<file path="config.mk">
export PLATFORM = sky130hd
export DESIGN_NAME = fir_sequencer
export DESIGN_NICKNAME = d
export VERILOG_FILES = /design/src/rtl/fir_sequencer.sv
export SDC_FILE = /design/constraint.sdc
export NUM_CORES = 1
export LEC_CHECK = 0
export CAP_MARGIN = 20
export CORE_MARGIN = 2
export CORE_UTILIZATION = 50
export CTS_CLUSTER_DIAMETER = 200
export CTS_CLUSTER_SIZE = 28
export DETAILED_ROUTE_END_ITERATION = 8
export PLACE_DENSITY = 0.8
export SETUP_SLACK_MARGIN = 0.02
export SYNTH_ARGS = -nofsm -noshare
export SYNTH_HDL_FRONTEND = slang
export SYNTH_SLANG_ARGS = --single-unit
</file>
<file path="constraint.sdc">
create_clock -name clk -period 2.17 [get_ports clk]
set_clock_uncertainty 0.15 [all_clocks]
set_input_delay 0.217 -clock clk [delete_from_list [all_inputs] [get_ports clk]]
set_output_delay 0.217 -clock clk [all_outputs]
set_load 0.01 [all_outputs]
</file>
<file path="src/rtl/fir_sequencer.sv">
`default_nettype none
// ============================================================================
// Module      : fir_sequencer
// Description : Per-sample control sequencer for the FIR datapath. Accepts a
//               sample, writes it into a circular delay line (dm2), runs a
//               TAPS-cycle MAC loop over the coefficients (dm1) and the delay
//               line, drains the ALU pipeline and presents the result with a
//               ready/valid handshake.
// Revision    : 1.0 - initial release
// ----------------------------------------------------------------------------
// Parameters  : TAPS (power of two, 2..256), COEF_BASE, DLINE_BASE,
//               MAC_LAT (1..7)
// Ports       : clk, reset (async, active-low)
//               sample_valid/sample_ready  - input sample handshake
//               result_valid/result_ready  - result handshake
//               busy                       - any state other than IDLE
//               pc                         - datapath instruction address
//               dm1_a/dm2_a, dm1_we/dm2_we - data memory address / write
//               loop_we                    - load loop register (TAPS-1)
//               dag1/2_re, dag1/2_we       - address generator strobes
//               rf1_we1                    - capture accumulator
//               alu1_ctrl                  - 000 NOP, 001 CLR, 010 MAC
// Option      : FIR_SEQ_STATUS_EN adds output sample_cnt[15:0], a count of
//               completed result handshakes.
// ============================================================================
module fir_sequencer #(
    parameter int          TAPS       = 16,
    parameter logic [15:0] COEF_BASE  = 16'h0000,
    parameter logic [15:0] DLINE_BASE = 16'h0100,
    parameter int          MAC_LAT    = 2
) (
    input  logic        clk,
    input  logic        reset,
    input  logic        sample_valid,
    output logic        sample_ready,
    output logic        result_valid,
    input  logic        result_ready,
    output logic        busy,
    output logic [15:0] pc,
    output logic [15:0] dm1_a,
    output logic [15:0] dm2_a,
    output logic        dm1_we,
    output logic        dm2_we,
    output logic        loop_we,
    output logic        dag1_re,
    output logic        dag2_re,
    output logic        dag1_we,
    output logic        dag2_we,
    output logic        rf1_we1,
    output logic [2:0]  alu1_ctrl
`ifdef FIR_SEQ_STATUS_EN
    ,
    output logic [15:0] sample_cnt
`endif
);

    localparam int AW = (TAPS > 1) ? $clog2(TAPS) : 1;
    // The tap counter doubles as the drain counter, so it must also hold MAC_LAT-1.
    localparam int KW = (AW > 3) ? AW : 3;

    localparam logic [KW-1:0] c_LAST_TAP   = KW'(TAPS - 1);
    localparam logic [KW-1:0] c_LAST_DRAIN = KW'(MAC_LAT - 1);

    localparam logic [2:0] c_ALU_NOP = 3'b000;
    localparam logic [2:0] c_ALU_CLR = 3'b001;
    localparam logic [2:0] c_ALU_MAC = 3'b010;

    typedef enum logic [2:0] {
        S_IDLE  = 3'd0,
        S_LOAD  = 3'd1,
        S_MAC   = 3'd2,
        S_DRAIN = 3'd3,
        S_OUT   = 3'd4
    } state_t;

    state_t          r_state;
    state_t          w_state_nxt;
    logic [AW-1:0]   r_head;
    logic [AW-1:0]   w_head_nxt;
    logic [KW-1:0]   r_k;
    logic [KW-1:0]   w_k_nxt;
    logic [15:0]     r_pc;
    logic [15:0]     w_pc_nxt;
    logic [15:0]     r_dm1_a;
    logic [15:0]     r_dm2_a;
    logic [15:0]     w_dm1_a;
    logic [15:0]     w_dm2_a;
    logic [AW-1:0]   w_tap_off;
    logic            w_dm2_we;
    logic            w_loop_we;
    logic            w_dag_re;
    logic            w_dag2_we;
    logic            w_rf1_we1;
    logic [2:0]      w_alu;
    logic            w_out_hs;

    // Newest sample sits at head; tap k reads head-k, wrapping in AW bits.
    assign w_tap_off = r_head - r_k[AW-1:0];
    assign w_out_hs  = (r_state == S_OUT) && result_ready;

    always_comb begin
        w_state_nxt = r_state;
        w_head_nxt  = r_head;
        w_k_nxt     = r_k;
        w_pc_nxt    = r_pc;
        w_dm1_a     = r_dm1_a;
        w_dm2_a     = r_dm2_a;
        w_dm2_we    = 1'b0;
        w_loop_we   = 1'b0;
        w_dag_re    = 1'b0;
        w_dag2_we   = 1'b0;
        w_rf1_we1   = 1'b0;
        w_alu       = c_ALU_NOP;

        case (r_state)
            S_IDLE: begin
                w_pc_nxt = 16'd0;
                if (sample_valid) begin
                    w_state_nxt = S_LOAD;
                end
            end
            S_LOAD: begin
                w_dm2_a     = DLINE_BASE + {{(16-AW){1'b0}}, r_head};
                w_dm2_we    = 1'b1;
                w_dag2_we   = 1'b1;
                w_loop_we   = 1'b1;
                w_alu       = c_ALU_CLR;
                w_k_nxt     = '0;
                w_pc_nxt    = r_pc + 16'd1;
                w_state_nxt = S_MAC;
            end
            S_MAC: begin
                w_dm1_a  = COEF_BASE + {{(16-AW){1'b0}}, r_k[AW-1:0]};
                w_dm2_a  = DLINE_BASE + {{(16-AW){1'b0}}, w_tap_off};
                w_dag_re = 1'b1;
                w_alu    = c_ALU_MAC;
                w_pc_nxt = r_pc + 16'd1;
                if (r_k == c_LAST_TAP) begin
                    w_k_nxt     = '0;
                    w_state_nxt = S_DRAIN;
                end else begin
                    w_k_nxt = r_k + 1'b1;
                end
            end
            S_DRAIN: begin
                w_pc_nxt = r_pc + 16'd1;
                if (r_k == c_LAST_DRAIN) begin
                    w_rf1_we1   = 1'b1;
                    w_state_nxt = S_OUT;
                end else begin
                    w_k_nxt = r_k + 1'b1;
                end
            end
            S_OUT: begin
                if (result_ready) begin
                    w_head_nxt  = r_head + 1'b1;
                    w_pc_nxt    = 16'd0;
                    w_state_nxt = S_IDLE;
                end
            end
            default: begin
                w_pc_nxt    = 16'd0;
                w_state_nxt = S_IDLE;
            end
        endcase
    end

    always_ff @(posedge clk or negedge reset) begin
        if (!reset) begin
            r_state <= S_IDLE;
            r_head  <= '0;
            r_k     <= '0;
            r_pc    <= 16'd0;
            r_dm1_a <= 16'd0;
            r_dm2_a <= 16'd0;
        end else begin
            r_state <= w_state_nxt;
            r_head  <= w_head_nxt;
            r_k     <= w_k_nxt;
            r_pc    <= w_pc_nxt;
            // Address holds: outputs keep their last driven value.
            r_dm1_a <= w_dm1_a;
            r_dm2_a <= w_dm2_a;
        end
    end

`ifdef FIR_SEQ_STATUS_EN
    logic [15:0] r_sample_cnt;

    always_ff @(posedge clk or negedge reset) begin
        if (!reset) begin
            r_sample_cnt <= 16'd0;
        end else if (w_out_hs) begin
            r_sample_cnt <= r_sample_cnt + 16'd1;
        end
    end

    assign sample_cnt = r_sample_cnt;
`endif

    assign sample_ready = (r_state == S_IDLE);
    assign busy         = (r_state != S_IDLE);
    assign result_valid = (r_state == S_OUT);
    assign pc           = r_pc;
    assign dm1_a        = w_dm1_a;
    assign dm2_a        = w_dm2_a;
    assign dm1_we       = 1'b0;
    assign dm2_we       = w_dm2_we;
    assign loop_we      = w_loop_we;
    assign dag1_re      = w_dag_re;
    assign dag2_re      = w_dag_re;
    assign dag1_we      = 1'b0;
    assign dag2_we      = w_dag2_we;
    assign rf1_we1      = w_rf1_we1;
    assign alu1_ctrl    = w_alu;

endmodule
`default_nettype wire

</file>
Word-level counts from Yosys, hierarchy flattened
Index checks and enable logic that the tools add are counted.

Logic and storage cells: 47. Bits in registers: 59. Input port bits: 4. Output and inout port bits: 62.

Reduce and logical (&&, ||, !) cells: 7. Equal/unequal tests: 11. Mux-type cells: 17. $add $sub $neg: 6.

Operators with widths (count): $pmux 16 s2 (2); $mux 16 (2); $add 9x4->10 const A (2); $add 16x1->16 const B (1); $pmux 3 s5 (1); $mux 3 (4); $pmux 4 s3 (1); $add 4x1->4 const B (2); $mux 4 (2); $ne 2x2->1 const B (4); $eq 3x2->1 const B (2); $reduce_bool 3->1 (2); $eq 4x1->1 const B (1); $eq 4x4->1 const B (1); $mux 1 (4); $pmux 2 s2 (1); $reduce_and 2->1 (2); $reduce_and 4->1 (1); $sub 4x4->4 (1); $eq 3x1->1 const B (1); $eq 3x3->1 const B (1); $logic_not 3->1 (1); $reduce_or 3->1 (1); $ne 2x1->1 const B (1).

Depth between registers and ports, before layout
Gate-level depths: netlist (run 1).

Depth in word-level cells: 3. Gate-level depth with buffers: 8. Gate-level depth less buffers: 8.

Worst setup path before layout (run 1)
Ideal clock, no wire load.

Kind: register -> output. Start: register r_head[0]. End: output dm2_a[2]. Path buffers: 0. Slack: 0.185 ns. Data required time: 1.803 ns. Arrival time: 1.618 ns. Cell stages (with the launch flop): 8. Cell sequence: dfrtp_1 -> inv_1 -> ha_1 -> inv_1 -> fa_1 -> xnor2_1 -> a21o_1 -> a31oi_1.

Longest elaborated chain between the ends: 3.

RTL lines: start: declaration (RTL line 78) `logic [AW-1:0] r_head;`; start signal: assignment (RTL line 178) `r_head <= w_head_nxt;`; $sub 4x4->4 (RTL line 98) `assign w_tap_off = r_head - r_k[AW-1:0];`; $add 9x4->10 (RTL line 134) `w_dm2_a = DLINE_BASE + {{(16-AW){1'b0}}, w_tap_off};`; $pmux 16 s2 (*) (RTL line 115) `case (r_state)`; end: declaration (RTL line 41) `output logic [15:0] dm2_a,`.

Every way passes the cells marked *; elsewhere a longest branch is shown, timed or not.

Final worst setup path (run 1)
Start: register r_head[0]. End: output dm2_a[1].

Same word-level chain as after synthesis.

==> results of run 1 <==
area by class of cell:
class | instances | area (um^2)
Clock buffer | 10 | 138
Inverter | 7 | 27.5
Timing Repair Buffer | 101 | 902
Tap cell | 72 | 90.1
Fill cell | 379 | 1460
Multi-Input combinational cell | 178 | 1300
Sequential cell | 59 | 1480
Clock inverter | 6 | 113
path summary, 6_finish.rpt:
kind	from	to	slack [ns]
min in group clk	sample_valid	r_state[0]	0.31
worst min register to register	r_dm2_a[8]	r_dm2_a[8]	0.31
worst min-delay path	reset	r_dm2_a[1]	0.24
worst max register to register	r_k[0]	r_k[3]	0.10
worst max-delay path	r_head[0]	dm2_a[1]	-0.29
max in group asynchronous	reset	r_state[2]	1.02
stage by stage:
step	worst slack, ns	utilization [%]	TNS [ns]	instance area (um^2)
6_report	-0.288	73.6	-3.25	4050
5_1_grt	-0.386	73.6	-6.15	4050
4_1_cts	-0.210	72.7	-2.36	4000
3_5_place_dp	-0.338	66.0	-1.19	3640
3_3_place_gp	-0.269	66.0	-0.751	3640
2_1_floorplan	0.185	-	0	2840
cells by family (layout without fill, tap and decap cells):
logic type      after synthesis  in the layout  share of synthesized area [%]
other cells                   1              3                          0.132
fa+ha+maj                     8              8                           3.80
buf+inv                      26            124                           5.07
simple gates                102            102                           21.7
xor+xnor                     12             12                           3.71
flops                        59             59                           52.1
mux                           7              7                           2.69
compound gates               46             46                           10.9
timing repair:
| item | in CTS | in global routing |
|---|---|---|
| pin swaps | 10 | 6 |
| cloned | 0 | 0 |
| gates resized for setup | 74 | 15 |
| endpoints found under the hold margin | 24 | 0 |
| endpoints found under the setup margin | 41 | 37 |
| hold buffers | 1 | 0 |
| buffers inserted | 9 | 5 |
cell usage after synthesis, types with 3 or more instances:
cell type	n
a21o_1	5
buf_2	7
dfrtp_1	59
nor2b_1	20
ha_1	7
nor4_1	7
and2b_1	5
nor2_1	23
o22ai_1	5
nand3_1	5
a21oi_1	12
o21ai_0	8
mux2_2	5
clkbuf_1	3
nand4_1	4
nand2_1	15
buf_4	8
inv_1	6
xnor2_1	10
per-layer routing:
layer / track usage (%) / vias up / wire length (um)
li1: - / 1101 / -
met3: 5.34 / 18 / 356
met4: 12.6 / 0 / 175
met2: 40.1 / 70 / 3670
met1: 29.4 / 1183 / 3030
met5: 0 / - / 0
power groups by stage:
| stage | logic (mW) | registers, mW | clock network (mW) |
|---|---|---|---|
| 3_5_place_dp | 2.27 | 1.47 | 0 |
| 4_1_cts | 2.48 | 1.46 | 1.27 |
| 5_1_grt | 2.90 | 1.49 | 1.33 |
| 2_1_floorplan | 1.29 | 1.47 | 0 |
| 6_report | 2.66 | 1.47 | 1.27 |
| 3_3_place_gp | 2.21 | 1.46 | 0 |
sequential cells by signal, indices dropped and copies added (netlist names):
register and count:
r_k 4, r_dm1_a 16, r_head 4, r_dm2_a 16, r_state 3, pc 16
worst max-delay path, stage by stage, from the launching register on:
cell	delay, ns
dfrtp_1	0.41
inv_2	0.09
ha_4	0.13
inv_2	0.04
fa_2	0.51
nor2_1	0.05
nor2_1	0.11
a21oi_1	0.05
a21oi_1	0.18
buf_2	0.16
==> results by group, run 1 <==
STA
  • Final Hold Fails: 0
  • Unrepaired setup endpoints after global routing: yes
  • # setup viols final: 33
  • Hold_ws: 0.242 ns
  • Fmax: 0.407 GHz
  • Slew Limit Headroom: 61.2%
  • Worst-margin pin slew: 0.583 ns
  • Period minus WS final: 2.46 ns
  • Post-route setup slack: -0.288 ns
  • Fin. max-slew vios: 0
  • Tcrit/Tclk final: 113%

Yosys
  • Number of synthesized flops with an enable pin: 0
  • Ys Warns: 0
  • Area share of the largest cell type after synthesis: 52.1%
  • Synth unique cells: 52
  • Ys async rst share: 100%
  • Cells after Synth: 261
  • Seq cells post-synth: 59
  • Mapped cell area: 0.00284 mm^2
  • Top FF cell, synth: dfrtp_1
  • Synth area leader: dfrtp_1
  • Largest cells by area after synthesis: dfrtp_1 (52%), nor2b_1 (4.4%), ha_1 (3.1%)
  • Sequential share of the synthesized area: 52.1%
  • Syn_area_per_cell: 10.9 um^2

Job
  • Max Cap Viol: 0

Status
  • Violations in the final reports: negative setup slack
  • Outcome: complete, but fails checks

Global route
  • First-pass GRT wire length: 11.5 mm
  • Global route total overflow: 0
  • Number of global-route vias before repair: 2,427
  • Largest net degree at the start of global routing: 36
  • Total track usage: 24.1%
  • Initial antenna violation count: 0

Power and ir drop
  • Sequential share of power: 27.3%
  • Max VDD drop: 0.724 mV
  • Power Density: 1330 mW/mm^2
  • Switching Share: 36.4%
  • Lkg Pwr: 1.95 nW
  • Internal Power: 3.43 mW
  • Clock power share: 23.5%
  • Net Switching: 1.96 mW
  • Design Power: 5.40 mW
  • Logic pwr share: 49.2%

Layout
  • Area grow syn2layout: 42.9%
  • Commonest non-fill, non-tap cells in the layout: dfrtp_1 (57), clkdlybuf4s50_1 (35), buf_4 (33), nor2_1 (22), nor2b_1 (19)
  • Finished Layout Cells: 433
  • Antenna cells: 0
  • Layout cells sized above 1: 27.4%
  • Net count, final: 368
  • Commonest non-fill, non-tap cell in the layout: dfrtp_1

Die
  • Chip width: 79.3 um
  • Chip Height: 79.3 um
  • Row cnt: 27
  • Core area: 0.00551 mm^2
  • Initial core utilization: 51.5%
  • Top Ports: 66
  • Die area: 0.00629 mm^2

Clock tree
  • CTS Buf Count: 9
  • CTS clk-pin slew, worst paths: 0.08 ns
  • Clk sinks: 59
  • CTS tree: done
  • Root buf cell: clkbuf_8
  • Max H-tree Level: 3
  • Latest clock arrival within the worst-skew pair: 0.35 ns
  • CTS max path bufs: 2

Setup path
  • CP startpoint kind: flip-flop
  • Cells on worst reg2reg path: 9
  • Worst Path Required: 1.80 ns
  • Critical path arrival: 2.09 ns
  • Worst setup EP type: output pin
  • Crit Path Class: reg2out
  • Critical Path Fanout Max: 2

Detailed routing
  • Final WL: 7.24 mm
  • 1st-pass router iterations: 4
  • DR vias/cell: 5.48
  • Residual DRC: 0
  • Per-cell routed wire length: 16.7 um
  • Routed Antenna Nets: 0
  • Starting DRT DRC Count: 218
  • Via Count: 2,372

Placement
  • Port buffer count: 62
  • RePlAce Congestion: 0.882
  • Detailed placement HPWL: 4.44 mm
  • Cells after DPL: 402

Worst hold path
  • HP Class: in2async
No activity file was read; power rests on OpenSTA's default activity.
==> run 2: changes to the inputs <==
--- a/config.mk
+++ b/config.mk
@@ -7,11 +7,10 @@
 export LEC_CHECK = 0
 export CAP_MARGIN = 20
 export CORE_MARGIN = 2
-export CORE_UTILIZATION = 50
+export CORE_UTILIZATION = 23
 export CTS_CLUSTER_DIAMETER = 200
 export CTS_CLUSTER_SIZE = 28
 export DETAILED_ROUTE_END_ITERATION = 8
-export PLACE_DENSITY = 0.8
 export SETUP_SLACK_MARGIN = 0.02
 export SYNTH_ARGS = -nofsm -noshare
 export SYNTH_HDL_FRONTEND = slang
==> run 2 against run 1 <==
The flow still finishes with violations (negative setup slack). Hold slack gained 0.030 ns. Power grew 7.4%. Cell count grew 18%.
==> results by group, run 2 (same netlist as run 1, synthesis figures left out) <==
Detailed routing
  • DR vias/cell: 4.52 (-17%)
  • DR WL met2: 3.39 mm (-7.6%)
  • Routed Antenna Nets: 0 (unchanged)
  • Met1 wire length: 3.25 mm (+7.2%)
  • Residual DRC: 0 (unchanged)
  • Starting DRT DRC Count: 103 (-53%)
  • 1st-pass router iterations: 4 (unchanged)
  • Via Count: 2,315 (-2.4%)
  • Per-cell routed wire length: 13.8 um (-17%)
  • Wire length on met3: 392 um (+10%)
  • Final WL: 7.06 mm (-2.4%)
  • Top Metal Used: met4

Power and ir drop
  • Lkg Pwr: 2.01 nW (+2.9%)
  • Power Density: 1370 mW/mm^2 (+3.0%)
  • Design Power: 5.80 mW (+7.4%)
  • Max VDD drop: 0.488 mV (-33%)

Die
  • Die area: 0.0132 mm^2 (+110%)
  • Top Ports: 66 (unchanged)
  • Chip width: 115 um (+45%)
  • Chip Height: 115 um (+45%)
  • Initial core utilization: 23.6% (-28 points)
  • Row cnt: 40 (+48%)
  • Core area: 0.0120 mm^2 (+120%)

Setup path
  • Critical path arrival: 1.94 ns (-0.15 ns)
  • Crit Path Class: reg2out
  • CP startpoint kind: flip-flop
  • Worst setup EP type: output pin
  • Cells on worst reg2reg path: 6 (-3)
  • Worst Path Required: 1.80 ns (about the same)
  • Critical Path Fanout Max: 2 (unchanged)

Global route
  • Largest net degree at the start of global routing: 60 (+67%)
  • First-pass GRT wire length: 11.8 mm (+2.8%)
  • Global route total overflow: 0 (unchanged)
  • Initial antenna violation count: 0 (unchanged)
  • Total track usage: 11.5% (-13 points)
  • Number of global-route vias before repair: 2,368 (-2.4%)

Layout
  • Commonest non-fill, non-tap cell in the layout: dfrtp_1
  • Commonest non-fill, non-tap cells in the layout: dfrtp_1 (58), buf_4 (34), nor2_1 (21), clkdlybuf4s50_1 (18), clkbuf_2 (18)
  • Post-route design area: 0.00422 mm^2 (+4.3%)
  • Area grow syn2layout: 49.0%
  • Fillers: 1,223 (+220%)
  • Net count, final: 372 (+1.1%)
  • Finished Layout Cells: 512 (+18%)
  • Layout cells sized above 1: 32.1% (+4.6 points)
  • Antenna cells: 0 (unchanged)

Clock tree
  • Max H-tree Level: 3 (unchanged)
  • Latest clock arrival within the worst-skew pair: 0.32 ns (-0.03 ns)
  • CTS Buf Count: 9 (unchanged)
  • CTS clk-pin slew, worst paths: 0.05 ns (-0.03 ns)
  • Root buf cell: clkbuf_16
  • CTS tree: done
  • Clk sinks: 59 (unchanged)
  • CTS max path bufs: 2 (unchanged)

Status
  • Outcome: complete, but fails checks
  • Violations in the final reports: negative setup slack

STA
  • Final Hold Fails: 0 (unchanged)
  • Fmax: 0.433 GHz (+6.3%)
  • Period minus WS final: 2.31 ns (-0.146 ns)
  • Unrepaired setup endpoints after global routing: yes
  • Hold_ws: 0.272 ns (+0.0298 ns)
  • Post-route setup slack: -0.142 ns (+0.146 ns)
  • Fin. max-slew vios: 0 (unchanged)
  • # setup viols final: 3 (-91%)
  • Tcrit/Tclk final: 107% (-6.7 points)

Placement
  • RePlAce Congestion: 0.815 (-7.6%)
  • Cells after DPL: 479 (+19%)
  • Dpl cell area: 0.00374 mm^2 (+3.0%)
  • Detailed placement HPWL: 4.77 mm (+7.6%)
  • Port buffer count: 62 (unchanged)

Worst hold path
  • HP Class: in2async

Job
  • Max Cap Viol: 0 (unchanged)
[run 2: changes by cell type in the layout (fill, tap and decap cells not counted), sizes merged]
| cell | previous run | this run |
|---|---|---|
| clkinv | 4 | 3 |
| clkbuf | 14 | 31 |
| bufinv | 3 | 2 |
| clkdlybuf4s15 | 0 | 1 |
| dlygate4sd2 | 12 | 13 |
| buf | 47 | 51 |
| clkdlybuf4s50 | 35 | 18 |
[run 2: metal layers]
layer	track usage [%]	vias up
met3	5.27	4
met2	18.7	58
met4	2.97	0
met1	13.9	1151
met5	0	-
li1	-	1102
[run 2: area by class of cell]
class | instances | area, um^2 | share of cell area (%)
Sequential cell | 59 | 1480 | 35.0
Multi-Input combinational cell | 178 | 1320 | 31.3
Timing Repair Buffer | 105 | 891 | 21.1
Clock buffer | 12 | 246 | 5.84
Tap cell | 147 | 184 | 4.35
Clock inverter | 4 | 73.8 | 1.75
Inverter | 7 | 31.3 | 0.741
[run 2: where the power goes]
group | switching (mW) | total (mW) | internal (mW)
combinational | 1.31 | 2.81 | 1.50
sequential | 0.160 | 1.46 | 1.30
clock | 0.492 | 1.53 | 1.04
total | 1.97 | 5.80 | 3.83
[run 2: what timing repair did]
item | CTS | global route
endpoints found under the setup margin | 43 | 28
setup buffers | 6 | 10
endpoints found under the hold margin | 59 | 0
hold buffers | 1 | 0
gates resized for setup | 88 | 64
cloned | 0 | 1
pin swaps | 8 | 5
[run 2: path summary, 6_finish.rpt]
path | slack (ns) | to | from
worst max-delay path | -0.14 | dm2_a[1] | r_head[0]
worst min-delay path | 0.27 | r_head[1] | reset
worst max register to register | 0.14 | pc[4] | r_state[1]
worst min register to register | 0.33 | r_dm2_a[4] | r_dm2_a[4]
max in group asynchronous | 1.30 | r_dm2_a[2] | reset
min in group clk | 0.33 | r_dm2_a[4] | r_dm2_a[4]
[run 2: stage by stage]
stage                     util (%)  setup slack (ns)  setup TNS, ns
after floorplan                  -             0.185              0
after global placement        31.2            -0.303          -1.37
after detailed placement      31.2            -0.323          -2.32
after CTS                     34.3            -0.151         -0.518
after global routing          35.2            -0.267         -0.878
final                         35.2            -0.142         -0.277
[run 2: worst max-delay path: stages (launching register included)]
cell and delay, ns:
dfrtp_1 0.38, inv_2 0.08, ha_4 0.13, inv_2 0.03, fa_2 0.50, nor2_1 0.04
nor2_1 0.08, a21oi_1 0.04, a21oi_1 0.16, buf_2 0.17
==> run 3: changes to the inputs <==
--- a/config.mk
+++ b/config.mk
@@ -9,7 +9,6 @@
 export CORE_MARGIN = 2
 export CORE_UTILIZATION = 23
 export CTS_CLUSTER_DIAMETER = 200
-export CTS_CLUSTER_SIZE = 28
 export DETAILED_ROUTE_END_ITERATION = 8
 export SETUP_SLACK_MARGIN = 0.02
 export SYNTH_ARGS = -nofsm -noshare
==> results of run 3 <==
The final DEF is identical to that of run 2; final timing and power are the same.
